**src/rtl/char_frame_receiver_pkg.sv**
```systemverilog
// Shared types and constants for the serial character receiver.
// Frame layout: start, 5 data bits LSB first, parity, stop.
package char_rx_pkg;

  localparam int             CHAR_W     = 5;
  localparam logic [CHAR_W-1:0] CHAR_MAX   = 5'b10011;
  localparam logic [CHAR_W-1:0] BLANK_CODE = 5'b11111;

  typedef enum logic [2:0] {
    IDLE,
    START,
    DATA,
    PARITY,
    STOP,
    BREAK
  } rx_state_t;

  // odd=0: even parity over {data,par} is good; odd=1: odd parity is good.
  function automatic logic parity_good(input logic [CHAR_W-1:0] data, input logic par,
                                       input logic odd);
    return (^{data, par}) == odd;
  endfunction

endpackage

```
**src/rtl/char_frame_receiver_if.sv**
```systemverilog
// Serial line in, registered character/status out, toward the 7-segment mapper.
// master = receiver side, slave = line driver / display side.
interface char_frame_receiver_if;
  import char_rx_pkg::*;

  logic              rx;
  logic [CHAR_W-1:0] char;
  logic              valid;
  logic              char_stb;
  logic              frame_err;

  modport master (input rx, output char, valid, char_stb, frame_err);
  modport slave  (output rx, input char, valid, char_stb, frame_err);

endinterface

```
**src/rtl/char_frame_receiver_bit_timer.sv**
```systemverilog
// Bit-period timer: half_tick marks the start-bit centre, bit_tick every CLKS_PER_BIT cycles.
// Restart reloads the count to zero; no backpressure, free-running otherwise.
module rx_bit_timer #(
  parameter int CLKS_PER_BIT = 8
) (
  input  logic clk,
  input  logic rst_n,
  input  logic restart,
  output logic half_tick,
  output logic bit_tick
);

  localparam int          W    = $clog2(CLKS_PER_BIT);
  localparam logic [W-1:0] LAST = W'(CLKS_PER_BIT - 1);
  localparam logic [W-1:0] HALF = W'(CLKS_PER_BIT / 2 - 1);

  logic [W-1:0] cnt;

  always_ff @(posedge clk) begin
    if (!rst_n || restart) begin
      cnt <= '0;
    end else if (cnt == LAST) begin
      cnt <= '0;
    end else begin
      cnt <= cnt + 1'b1;
    end
  end

  assign half_tick = (cnt == HALF);
  assign bit_tick  = (cnt == LAST);

endmodule

```
**src/rtl/char_frame_receiver.sv**
```systemverilog
// Async serial char receiver; char_stb 3 + CLKS_PER_BIT/2 + 7*CLKS_PER_BIT clks after start edge.
// No backpressure: pulses are one cycle; CHAR_RX_RANGE_CHECK_EN also flags codes above CHAR_MAX.
module char_frame_receiver
  import char_rx_pkg::*;
#(
  parameter int CLKS_PER_BIT = 8,
  parameter int PARITY_ODD   = 0
) (
  input  logic                  clk,
  input  logic                  rst_n,
  char_frame_receiver_if.master bus
);

  rx_state_t         state, state_nxt;
  logic              rx_m, rx_s;
  logic              restart, half_tick, bit_tick;
  logic              shift_en, par_en, frame_ok, frame_bad;
  logic [2:0]        bit_cnt;
  logic [CHAR_W-1:0] shreg;
  logic              par_bit;
  logic              good;
  logic [CHAR_W-1:0] char_q;
  logic              valid_q, stb_q, ferr_q;

  // Synchroniser resets to the idle line level so reset never looks like a start edge.
  always_ff @(posedge clk) begin
    if (!rst_n) begin
      rx_m <= 1'b1;
      rx_s <= 1'b1;
    end else begin
      rx_m <= bus.rx;
      rx_s <= rx_m;
    end
  end

  rx_bit_timer #(.CLKS_PER_BIT(CLKS_PER_BIT)) u_timer (
    .clk       (clk),
    .rst_n     (rst_n),
    .restart   (restart),
    .half_tick (half_tick),
    .bit_tick  (bit_tick)
  );

  always_ff @(posedge clk) begin
    if (!rst_n) state <= IDLE;
    else        state <= state_nxt;
  end

  always_comb begin
    state_nxt = state;
    shift_en  = 1'b0;
    par_en    = 1'b0;
    frame_ok  = 1'b0;
    frame_bad = 1'b0;
    case (state)
      IDLE:   if (!rx_s) state_nxt = START;
      START:  if (half_tick) state_nxt = rx_s ? IDLE : DATA;
      DATA: begin
        if (bit_tick) begin
          shift_en = 1'b1;
          if (bit_cnt == 3'd4) state_nxt = PARITY;
        end
      end
      PARITY: begin
        if (bit_tick) begin
          par_en    = 1'b1;
          state_nxt = STOP;
        end
      end
      STOP: begin
        if (bit_tick) begin
          if (rx_s) begin
            frame_ok  = 1'b1;
            state_nxt = IDLE;
          end else begin
            frame_bad = 1'b1;
            state_nxt = BREAK;
          end
        end
      end
      BREAK:  if (rx_s) state_nxt = IDLE;
      default: state_nxt = IDLE;
    endcase
    restart = (state_nxt != state);
  end

`ifdef CHAR_RX_RANGE_CHECK_EN
  assign good = parity_good(shreg, par_bit, PARITY_ODD != 0) && (shreg <= CHAR_MAX);
`else
  assign good = parity_good(shreg, par_bit, PARITY_ODD != 0);
`endif

  always_ff @(posedge clk) begin
    if (!rst_n) begin
      bit_cnt <= '0;
      shreg   <= '0;
      par_bit <= 1'b0;
      char_q  <= BLANK_CODE;
      valid_q <= 1'b1;
      stb_q   <= 1'b0;
      ferr_q  <= 1'b0;
    end else begin
      stb_q  <= frame_ok;
      ferr_q <= frame_bad;
      if (state == IDLE)  bit_cnt <= '0;
      else if (shift_en)  bit_cnt <= bit_cnt + 3'd1;
      if (shift_en) shreg   <= {rx_s, shreg[CHAR_W-1:1]};
      if (par_en)   par_bit <= rx_s;
      // A parity failure still updates char so the display can show "E".
      if (frame_ok) begin
        char_q  <= shreg;
        valid_q <= good;
      end
    end
  end

  assign bus.char      = char_q;
  assign bus.valid     = valid_q;
  assign bus.char_stb  = stb_q;
  assign bus.frame_err = ferr_q;

endmodule
```
**src/flat_wrapper.sv**
```systemverilog
// flat-port wrapper written by rule: the top's interface ports become plain ports
module char_frame_receiver_flat import char_rx_pkg::*;
#(
  parameter int CLKS_PER_BIT = 8,
  parameter int PARITY_ODD   = 0
)
  (clk, rst_n, bus_rx, bus_char, bus_valid, bus_char_stb, bus_frame_err);
  char_frame_receiver_if bus_i ();
  input  logic clk;
  input  logic rst_n;
  input wire logic [$bits(bus_i.rx)-1:0] bus_rx;
  output wire logic [$bits(bus_i.char)-1:0] bus_char;
  output wire logic [$bits(bus_i.valid)-1:0] bus_valid;
  output wire logic [$bits(bus_i.char_stb)-1:0] bus_char_stb;
  output wire logic [$bits(bus_i.frame_err)-1:0] bus_frame_err;
  assign bus_i.rx = bus_rx;
  assign bus_char = bus_i.char;
  assign bus_valid = bus_i.valid;
  assign bus_char_stb = bus_i.char_stb;
  assign bus_frame_err = bus_i.frame_err;
  char_frame_receiver #(.CLKS_PER_BIT(CLKS_PER_BIT), .PARITY_ODD(PARITY_ODD)) u_core (.clk(clk), .rst_n(rst_n), .bus(bus_i));
endmodule
```
**config.mk**
```make
export PLATFORM = sky130hd
export DESIGN_NAME = char_frame_receiver_flat
export DESIGN_NICKNAME = d
export VERILOG_FILES = /design/src/rtl/char_frame_receiver_pkg.sv /design/src/rtl/char_frame_receiver_if.sv /design/src/rtl/char_frame_receiver_bit_timer.sv /design/src/rtl/char_frame_receiver.sv /design/src/flat_wrapper.sv
export SDC_FILE = /design/constraint.sdc
export NUM_CORES = 1
export LEC_CHECK = 0
export ABC_AREA = 1
export CORE_MARGIN = 1
export CORE_UTILIZATION = 25
export DETAILED_ROUTE_END_ITERATION = 16
export GPL_ROUTABILITY_DRIVEN = 0
export GPL_TIMING_DRIVEN = 0
export PLACE_DENSITY = 0.44
export SETUP_SLACK_MARGIN = 0.05
export SLEW_MARGIN = 20
export SYNTH_ARGS = -nofsm -noshare
export SYNTH_HDL_FRONTEND = slang
export SYNTH_HIERARCHICAL = 1
export SYNTH_SLANG_ARGS = --single-unit
```
**constraint.sdc**
```tcl
create_clock -name clk -period 3.8 [get_ports clk]
set_input_delay 0.38 -clock clk [delete_from_list [all_inputs] [get_ports clk]]
set_output_delay 0.38 -clock clk [all_outputs]
set_load 0.1 [all_outputs]
```
==> results of run 1 <==
## sequential cells by signal, summed over array words and instances, names as in the netlist
signal,count
u_core/bus.char,5
u_core/shreg,5
u_core/bit_cnt,3
u_core/state,3
u_core/u_timer/cnt,3
u_core/bus.char_stb,1
u_core/bus.frame_err,1
u_core/bus.valid,1
u_core/par_bit,1
u_core/rx_m,1
u_core/rx_s,1
## synth_stat cells, types with 2 or more instances
cell,count
xnor2_1,3
nand2_2,3
nor2_2,2
nand3_2,2
or2_2,2
o21ai_0,9
nand3b_1,2
nor2_1,21
dfxtp_1,25
a21oi_1,5
inv_1,10
inv_2,5
nand2_1,33
ha_1,5
xor2_1,2
nand3_1,11
a21oi_2,2
## kinds of logic after synthesis
group	synth area share, %
adders and majority gates	5.20
buffers and inverters	6.66
DFF	41.6
and+or+nand+nor	33.4
xor gates and xnor gates	3.64
AOI/OAI and AO/OA	9.47
## stage by stage
| step | total power, µW | cell area (µm²) | cells | worst slack, ps |
|---|---|---|---|---|
| after floorplan | 296 | 1200 | 154 | 2170 |
| after global placement | 304 | 1370 | 216 | 1960 |
| after detailed placement | 304 | 1370 | 216 | 1930 |
| after CTS | 470 | 1420 | 220 | 1640 |
| after global routing | 486 | 1420 | 220 | 1610 |
| final | 458 | 1420 | 220 | 1670 |
## where the power goes
group	total (µW)	internal (µW)	leakage, µW	switching (µW)
combinational	28.1	11.6	0.000418	16.5
clock	160	74.3	0.0000217	86.0
sequential	269	267	0.000203	2.74
total	458	352	0.000642	105
## path summary, 6_finish.rpt
path,from,end,cells after the start
max reg2reg,u_core/u_timer/cnt[0]$_SDFF_PP0_,u_core/u_timer/cnt[0]$_SDFF_PP0_,12
min,u_core/rx_m$_SDFF_PN1_,u_core/rx_s$_SDFF_PN1_,1
max,u_core/bus.valid$_SDFFE_PN1P_,bus_valid,1
min reg2reg,u_core/rx_m$_SDFF_PN1_,u_core/rx_s$_SDFF_PN1_,1
## per-layer routing
metal  routed length, µm  global-route usage, %  vias up
met5                   0                      0        -
met4                  27                   5.33        0
met3                  31                   2.11        2
met2                1010                   15.8        5
met1                1190                   13.8      454
li1                    -                      -      520
## area by class of cell
class / count / area (µm²)
Clock inverter: 1 / 7.51
Clock buffer: 3 / 41.3
Fill cell: 476 / 3060
Buffer: 2 / 15.0
Sequential cell: 25 / 500
Timing Repair Buffer: 10 / 100
Inverter: 16 / 65.1
Tap cell: 52 / 65.1
Multi-Input combinational cell: 111 / 622
==> impl_metrics.tcl, run 1 <==
set metrics [dict create \
    tightest_slew_ps 972 \
    end_kind "output pin" \
    fp.dieH_um 71.4 \
    synth.top_cell.area_share_pct 41.6 \
    ctsResizeCount 0 \
    cts_setup_buffers 0 \
    die-area_mm2 0.00509 \
    synth_nets 162 \
    maxSlewViolCount 0 \
    route.detailed.drc 2 \
    slew_headroom_pct 35.0 \
    design.core.area_mm2 0.00447 \
    clock.fmax_mhz 470 \
    clock_latency_ps 270 \
    synth.area.top_cells "dfxtp_1 42%, nand2_1 10%, nor2_1 6.6%" \
    setup-violations-final 0 \
    viasPerCell 4.46 \
    drtIter0Drc 36 \
    status "complete, but fails checks" \
    port_buffers 10 \
    yosysWarnings 6 \
    period_needed_ps 2130 \
    die_x_um 71.4 \
    grt_first_pass_wirelength_um 4090 \
    htreeDepth 1 \
    layout_common_cells "33 x nand2_1, 25 x dfxtp_1, 21 x nor2_1, 11 x nand3_1" \
    critPathBufInv 1 \
    syn_inst 154 \
    ctsHoldBuffers 0 \
    rows 24 \
    layout_commonest_cell "nand2_1" \
    peakVddDrop_uv 122 \
    grt_pass1_vias 917 \
    synth_edf_count 0 \
    netlist_area_mm2 0.00120 \
    finalSetupTns_ps 0 \
    async_flop_share_pct 0 \
    hold_slack_ps 421 \
    first_pass_iters 10 \
    cts_buffers 3 \
    syn_to_final_growth_pct 17.8 \
    synth_ff_type "dfxtp_1" \
    wl_per_cell_um 10.3 \
    cp.required_ps 3420 \
    grt_remaining_overflow 0 \
    cts_tree "yes" \
    final_util_pct 31.7 \
    cts_root_buffer "clkbuf_8" \
    wl_um 2260 \
    grt_antenna_before_repair 0 \
    final.period_utilization_pct 56.0 \
    grt_max_degree 16 \
    worstSetupStartpointType "flop" \
    power_density_mw_per_mm2 323 \
    slowest_stage "clkdlybuf4s50_1" \
    yosys_register_bits 25 \
    crit_chain "clkdlybuf4s50_1" \
    syn_avg_cell_area_um2 7.81 \
    yosysTopAreaCell "dfxtp_1" \
    io_pins 11 \
    finClkSkew_ps 2.60 \
    report.final.hold_viol_count 0 \
    clk_pin_slew_worst_paths_ps 90 \
    critical_path.max_fanout 2 \
    p_leak_uw 0.000642 \
    cp_top_family "buffers and inverters" \
    violations "DRC" \
    vias 981 \
    clock_sinks 25 \
    clk_path_buf_depth 2 \
    cap_violations 0 \
    finalNetCount 177 \
    hold_class "reg -> reg" \
    synth_cell_types 29 \
    drive_gt1_share_pct 15.5 \
    ys_seq_area_share_pct 41.6 \
    num_antenna_cells 0 \
    dp_hpwl_um 1760 \
    start_util_pct 26.9 \
    crit_arrival_ps 1750 \
    cpPeakStageDelay_ps 1130 \
    grt_util_all_layers_pct 10.3 \
    reg2reg_slack_ps 1940 \
    rsz0062_at_grt "false" \
    postRouteAntennaNets 0 \
    path_class "reg -> out" \
]
(Power assumes the default switching activity.)
==> run 2, diff against run 1 <==
==> constraint.sdc (replaced) <==
create_clock -name clk -period 2 [get_ports clk]
set_input_delay 0.2 -clock clk [delete_from_list [all_inputs] [get_ports clk]]
set_output_delay 0.2 -clock clk [all_outputs]
set_load 0.1 [all_outputs]
==> run 2 against run 1 <==
Net effect:
- the flow still finishes with violations (DRC)
- power rose by 90%
- sequential share of layout area rose by 0.13 points
- first-iteration DRC count did not move
- critical path type unchanged
- largest power group unchanged
- highest routed layer unchanged
==> impl_metrics.tcl, run 2 (same netlist as run 1, synthesis figures left out) <==
set metrics [dict create \
    status "complete, but fails checks" \
    violations "DRC" \
    multi_input_area_um2 624 \
    drive_gt1_share_pct 16.1 \
    cp_top_family "buffers and inverters" \
    final_util_pct 31.5 \
    cp.required_ps 1800 \
    crit_chain "clkdlybuf4s50_1" \
    path_class "reg -> out" \
    die-area_mm2 0.00509 \
    postRouteAntennaNets 0 \
    wl_per_cell_um 10.3 \
    start_util_pct 26.9 \
    io_pins 11 \
    htreeDepth 1 \
    grt_util_all_layers_pct 10.3 \
    clk_path_buf_depth 2 \
    critPathBufInv 1 \
    syn_to_final_growth_pct 17.4 \
    cts_tree "yes" \
    report.final.hold_viol_count 0 \
    crit_arrival_ps 1700 \
    cts_setup_buffers 0 \
    r2r_cells 12 \
    first_pass_iters 10 \
    grt_max_degree 16 \
    num-fill-cells 482 \
    power_uw 870 \
    tightest_slew_ps 957 \
    cap_violations 0 \
    grt_remaining_overflow 0 \
    route.detailed.drc 2 \
    vias 983 \
    p_int_uw 670 \
    power_frac_seq_pct 58.8 \
    finalNetCount 177 \
    design.core.area_mm2 0.00447 \
    cpPeakStageDelay_ps 1120 \
    ctsHoldBuffers 0 \
    grt_pass1_vias 916 \
    final.period_utilization_pct 95.1 \
    maxSlewViolCount 0 \
    setup-violations-final 0 \
    num_antenna_cells 0 \
    worstSetupStartpointType "flop" \
    critical_path.max_fanout 1 \
    hold_slack_ps 421 \
    layout_common_cells "33 x nand2_1, 25 x dfxtp_1, 21 x nor2_1, 11 x nand3_1, 10 x inv_1" \
    cts_root_buffer "clkbuf_8" \
    ctsResizeCount 6 \
    path_depth 1 \
    dp_hpwl_um 1760 \
    port_buffers 10 \
    clk_pin_slew_worst_paths_ps 90 \
    grt_first_pass_wirelength_um 4080 \
    drtIter0Drc 36 \
    p_leak_uw 0.000626 \
    comb_power_share_pct 6.1 \
    rows 24 \
    grt_antenna_before_repair 0 \
    die_x_um 71.4 \
    fp.dieH_um 71.4 \
    clock_latency_ps 270 \
    slew_headroom_pct 36.0 \
    p_sw_share_pct 23.0 \
    viasPerCell 4.47 \
    finClkSkew_ps 2.58 \
    clock_sinks 25 \
    hold_depth 1 \
    clock.fmax_mhz 526 \
    slowest_stage "clkdlybuf4s50_1" \
    power_switching_uw 200 \
    cts_buffers 3 \
    finalSetupTns_ps 0 \
    end_kind "output pin" \
    peakVddDrop_uv 232 \
    wl_um 2260 \
    period_needed_ps 1900 \
    rsz0062_at_grt "false" \
    hold_class "reg -> reg" \
    power_density_mw_per_mm2 616 \
    regArea_um2 500 \
    layout_commonest_cell "nand2_1" \
    p_clk_share_pct 35.0 \
]
==> run 2: power by group through the flow <==
| stage | Clock (µW) | Combinational [µW] | Sequential (µW) |
|---|---|---|---|
| after floorplan | 0 | 40.5 | 522 |
| after global placement | 0 | 53.9 | 523 |
| after detailed placement | 0 | 54.4 | 524 |
| after CTS | 327 | 54.7 | 512 |
| after global routing | 347 | 62.1 | 514 |
| final | 304 | 53.5 | 512 |
==> run 2: final timing paths <==
kind                                                        from                                to  slack, ps
worst min register to register            u_core/rx_m$_SDFF_PN1_            u_core/rx_s$_SDFF_PN1_        420
worst min-delay path                      u_core/rx_m$_SDFF_PN1_            u_core/rx_s$_SDFF_PN1_        420
worst max-delay path              u_core/bus.char_stb$_SDFF_PN0_                      bus_char_stb        100
worst max register to register  u_core/u_timer/cnt[0]$_SDFF_PP0_  u_core/u_timer/cnt[0]$_SDFF_PP0_        250
==> run 2: metrics by stage <==
stage | worst slack (ps) | instance area [µm²] | std cells
finish | 98.0 | 1410 | 220
global placement | 161 | 1370 | 216
global route | 51.4 | 1410 | 220
detailed placement | 128 | 1370 | 216
floorplan | 366 | 1200 | 154
CTS | 76.8 | 1410 | 220
==> run 2: cell type report <==
| type | instances | share of cell area, % |
|---|---|---|
| multi-input cells | 111 | 44.2 |
| flip-flops and latches | 25 | 35.5 |
| repair buffers | 10 | 6.56 |
| inverters | 16 | 4.61 |
| well taps | 52 | 4.61 |
| clock buffers | 3 | 2.93 |
| plain buffers | 2 | 1.06 |
| clock inverters | 1 | 0.532 |
==> run 2: routing by layer <==
metal  share of wire, %  vias to the layer above  GRT usage [%]
met5                  0                        -              0
met4                1.2                        0           5.33
met3                1.4                        2           2.11
met2                 44                        5           15.8
met1                 53                      456           13.7
li1                   -                      520              -
==> run 3, diff against run 2 <==
==> constraint.sdc (replaced) <==
create_clock -name clk -period 1.8 [get_ports clk]
set_input_delay 0.18 -clock clk [delete_from_list [all_inputs] [get_ports clk]]
set_output_delay 0.18 -clock clk [all_outputs]
set_load 0.1 [all_outputs]
==> run 3 against run 2 <==
Net effect:
- the flow still finishes with violations (DRC)
- register-to-register slack lost 50 ps
- critical path type unchanged
- final area grew 2.7%
- clock skew is essentially flat
- combinational power grew 25%
- sequential cell count is the same
- via count shrank 0.41%
- largest power group unchanged
- non-clock buffer count grew 2
- die area is the same
==> impl_metrics.tcl, run 3 (same netlist as run 1, synthesis figures left out) <==
set metrics [dict create \
    status "complete, but fails checks" \
    violations "DRC" \
    report.final.hold_viol_count 0 \
    io_pins 11 \
    finClkSkew_ps 2.73 \
    rsz0062_at_grt "false" \
    r2r_end "u_core/u_timer/cnt[2]$_SDFF_PP0_" \
    hold_class "reg -> reg" \
    peakVddDrop_uv 257 \
    worstHoldEndpoint "u_core/rx_s$_SDFF_PN1_" \
    period_needed_ps 1650 \
    clock_sinks 25 \
    grt_first_pass_wirelength_um 4110 \
    maxSlewViolCount 0 \
    p_int_uw 750 \
    crit_arrival_ps 1470 \
    clock_latency_ps 270 \
    cap_violations 0 \
    tightest_slew_ps 963 \
    r2r_cells 12 \
    finalSetupTns_ps 0 \
    crit-reg2reg-launch "u_core/u_timer/cnt[0]$_SDFF_PP0_" \
    p_clk_share_pct 34.6 \
    placed_cells 216 \
    cts_root_buffer "clkbuf_8" \
    dp_hpwl_um 1760 \
    power_uw 977 \
    wl_um 2320 \
    cp_top_family "buffers and inverters" \
    drtIter0Drc 38 \
    vias 979 \
    rows 24 \
    holdCritStartpoint "u_core/rx_m$_SDFF_PN1_" \
    p_leak_uw 0.000646 \
    clk_path_buf_depth 2 \
    setup-violations-final 0 \
    end_kind "output pin" \
    comb_power_share_pct 6.8 \
    first_pass_iters 10 \
    grt_remaining_overflow 0 \
    layout_common_cells "33 x nand2_1, 24 x dfxtp_1, 20 x nor2_1, 11 x nand3_1, 10 x inv_1" \
    clock.fmax_mhz 607 \
    cp.required_ps 1620 \
    fp.dieH_um 71.4 \
    wl_per_cell_um 10.4 \
    port_buffers 10 \
    cts_tree "yes" \
    viasPerCell 4.41 \
    grt_util_all_layers_pct 10.3 \
    start_util_pct 26.9 \
    final.period_utilization_pct 91.5 \
    clk_pin_slew_worst_paths_ps 90 \
    slew_headroom_pct 36.1 \
    grt_max_degree 16 \
    power_switching_uw 226 \
    syn_to_final_growth_pct 20.6 \
    hold_depth 1 \
    critical_path.max_fanout 2 \
    finalNetCount 179 \
    grt_pass1_vias 918 \
    layout_commonest_cell "nand2_1" \
    cts_buffers 3 \
    postRouteAntennaNets 0 \
    reg2reg_slack_ps 200 \
    die-area_mm2 0.00509 \
    ctsHoldBuffers 0 \
    design.core.area_mm2 0.00447 \
    critPathBufInv 1 \
    crit_chain "dlygate4sd2_1" \
    cpPeakStageDelay_ps 860 \
    num_antenna_cells 0 \
    final-instance-count-excl-fill 222 \
    power_frac_seq_pct 58.6 \
    htreeDepth 1 \
    setup_ws_ps 152 \
    p_sw_share_pct 23.2 \
    path_class "reg -> out" \
    power_density_mw_per_mm2 673 \
    grt_antenna_before_repair 0 \
    drive_gt1_share_pct 18.8 \
    dp_slack_ps -72.5 \
    die_x_um 71.4 \
    worstSetupStartpointType "flop" \
    route.detailed.drc 2 \
    slowest_stage "dlygate4sd2_1" \
]
-- run 3: cell types whose count changed in the layout (fill, tap and decap cells not counted), sizes merged --
cell           before  now
buf                 1    3
clkdlybuf4s50       4    2
dlygate4sd2         6    8
-- run 3: worst max-delay path by stage --
stage / start / endpoint / slack (ps) / cells after the start
floorplan: u_core/u_timer/cnt[0]$_SDFF_PP0_ / u_core/u_timer/cnt[0]$_SDFF_PP0_ / 170 / 12
global placement: u_core/u_timer/cnt[0]$_SDFF_PP0_ / u_core/u_timer/cnt[1]$_SDFF_PP0_ / -40 / 12
detailed placement: u_core/u_timer/cnt[0]$_SDFF_PP0_ / u_core/u_timer/cnt[0]$_SDFF_PP0_ / -70 / 12
CTS: u_core/u_timer/cnt[0]$_SDFF_PP0_ / u_core/u_timer/cnt[0]$_SDFF_PP0_ / 90 / 12
global route: u_core/u_timer/cnt[1]$_SDFF_PP0_ / u_core/u_timer/cnt[2]$_SDFF_PP0_ / 40 / 12
finish: u_core/bus.valid$_SDFFE_PN1P_ / bus_valid / 150 / 1
-- run 3: worst reg2reg max path: stages (launching register included) --
cell and delay (ps):
dfxtp_2 360, ha_4 150, ha_4 180, nand2_2 100, o21ai_0 100, nor2_1 70
a21oi_2 140, nand2_1 70, nand2_1 70, nand3_2 70, inv_1 60, nand3_2 80
nor2_1 100
-- run 3: final cells by class --
class | instances | area (µm²)
Clock buffer | 3 | 41.3
Fill cell | 481 | 3020
Timing Repair Buffer | 12 | 105
Sequential cell | 25 | 502
Inverter | 16 | 65.1
Clock inverter | 1 | 7.51
Multi-Input combinational cell | 111 | 649
Buffer | 2 | 15.0
Tap cell | 52 | 65.1
-- run 3: layer usage --
layer,up-vias,wire [µm],GRT usage [%],share of wire (%)
met5,-,0,0,0
met4,0,27,5.33,1.2
met3,2,65,2.11,2.8
met2,9,1030,15.8,44
met1,442,1200,13.9,52
li1,526,-,-,-
-- run 3: timing repair --
| action | in CTS | in global routing |
|---|---|---|
| gates resized for setup | 10 | 4 |
| endpoints found under the setup margin | 11 | 3 |
| setup buffers | 0 | 2 |
| gates cloned | 0 | 0 |
| pin swaps | 0 | 1 |
-- run 3: stage by stage --
stage	util, %	instance area, µm²	hold slack, ps
detailed placement	30.6	1370	401
global route	32.4	1450	430
global placement	30.6	1370	404
CTS	31.7	1420	425
finish	32.4	1450	421
floorplan	-	1200	287
-- run 3: power by group through the flow --
stage | registers [µW] | clock network [µW] | logic [µW]
6_report | 572 | 337 | 66.7
5_1_grt | 574 | 386 | 77.4
4_1_cts | 569 | 364 | 61.5
3_5_place_dp | 582 | 0 | 60.5
3_3_place_gp | 582 | 0 | 59.8
2_1_floorplan | 580 | 0 | 45.0
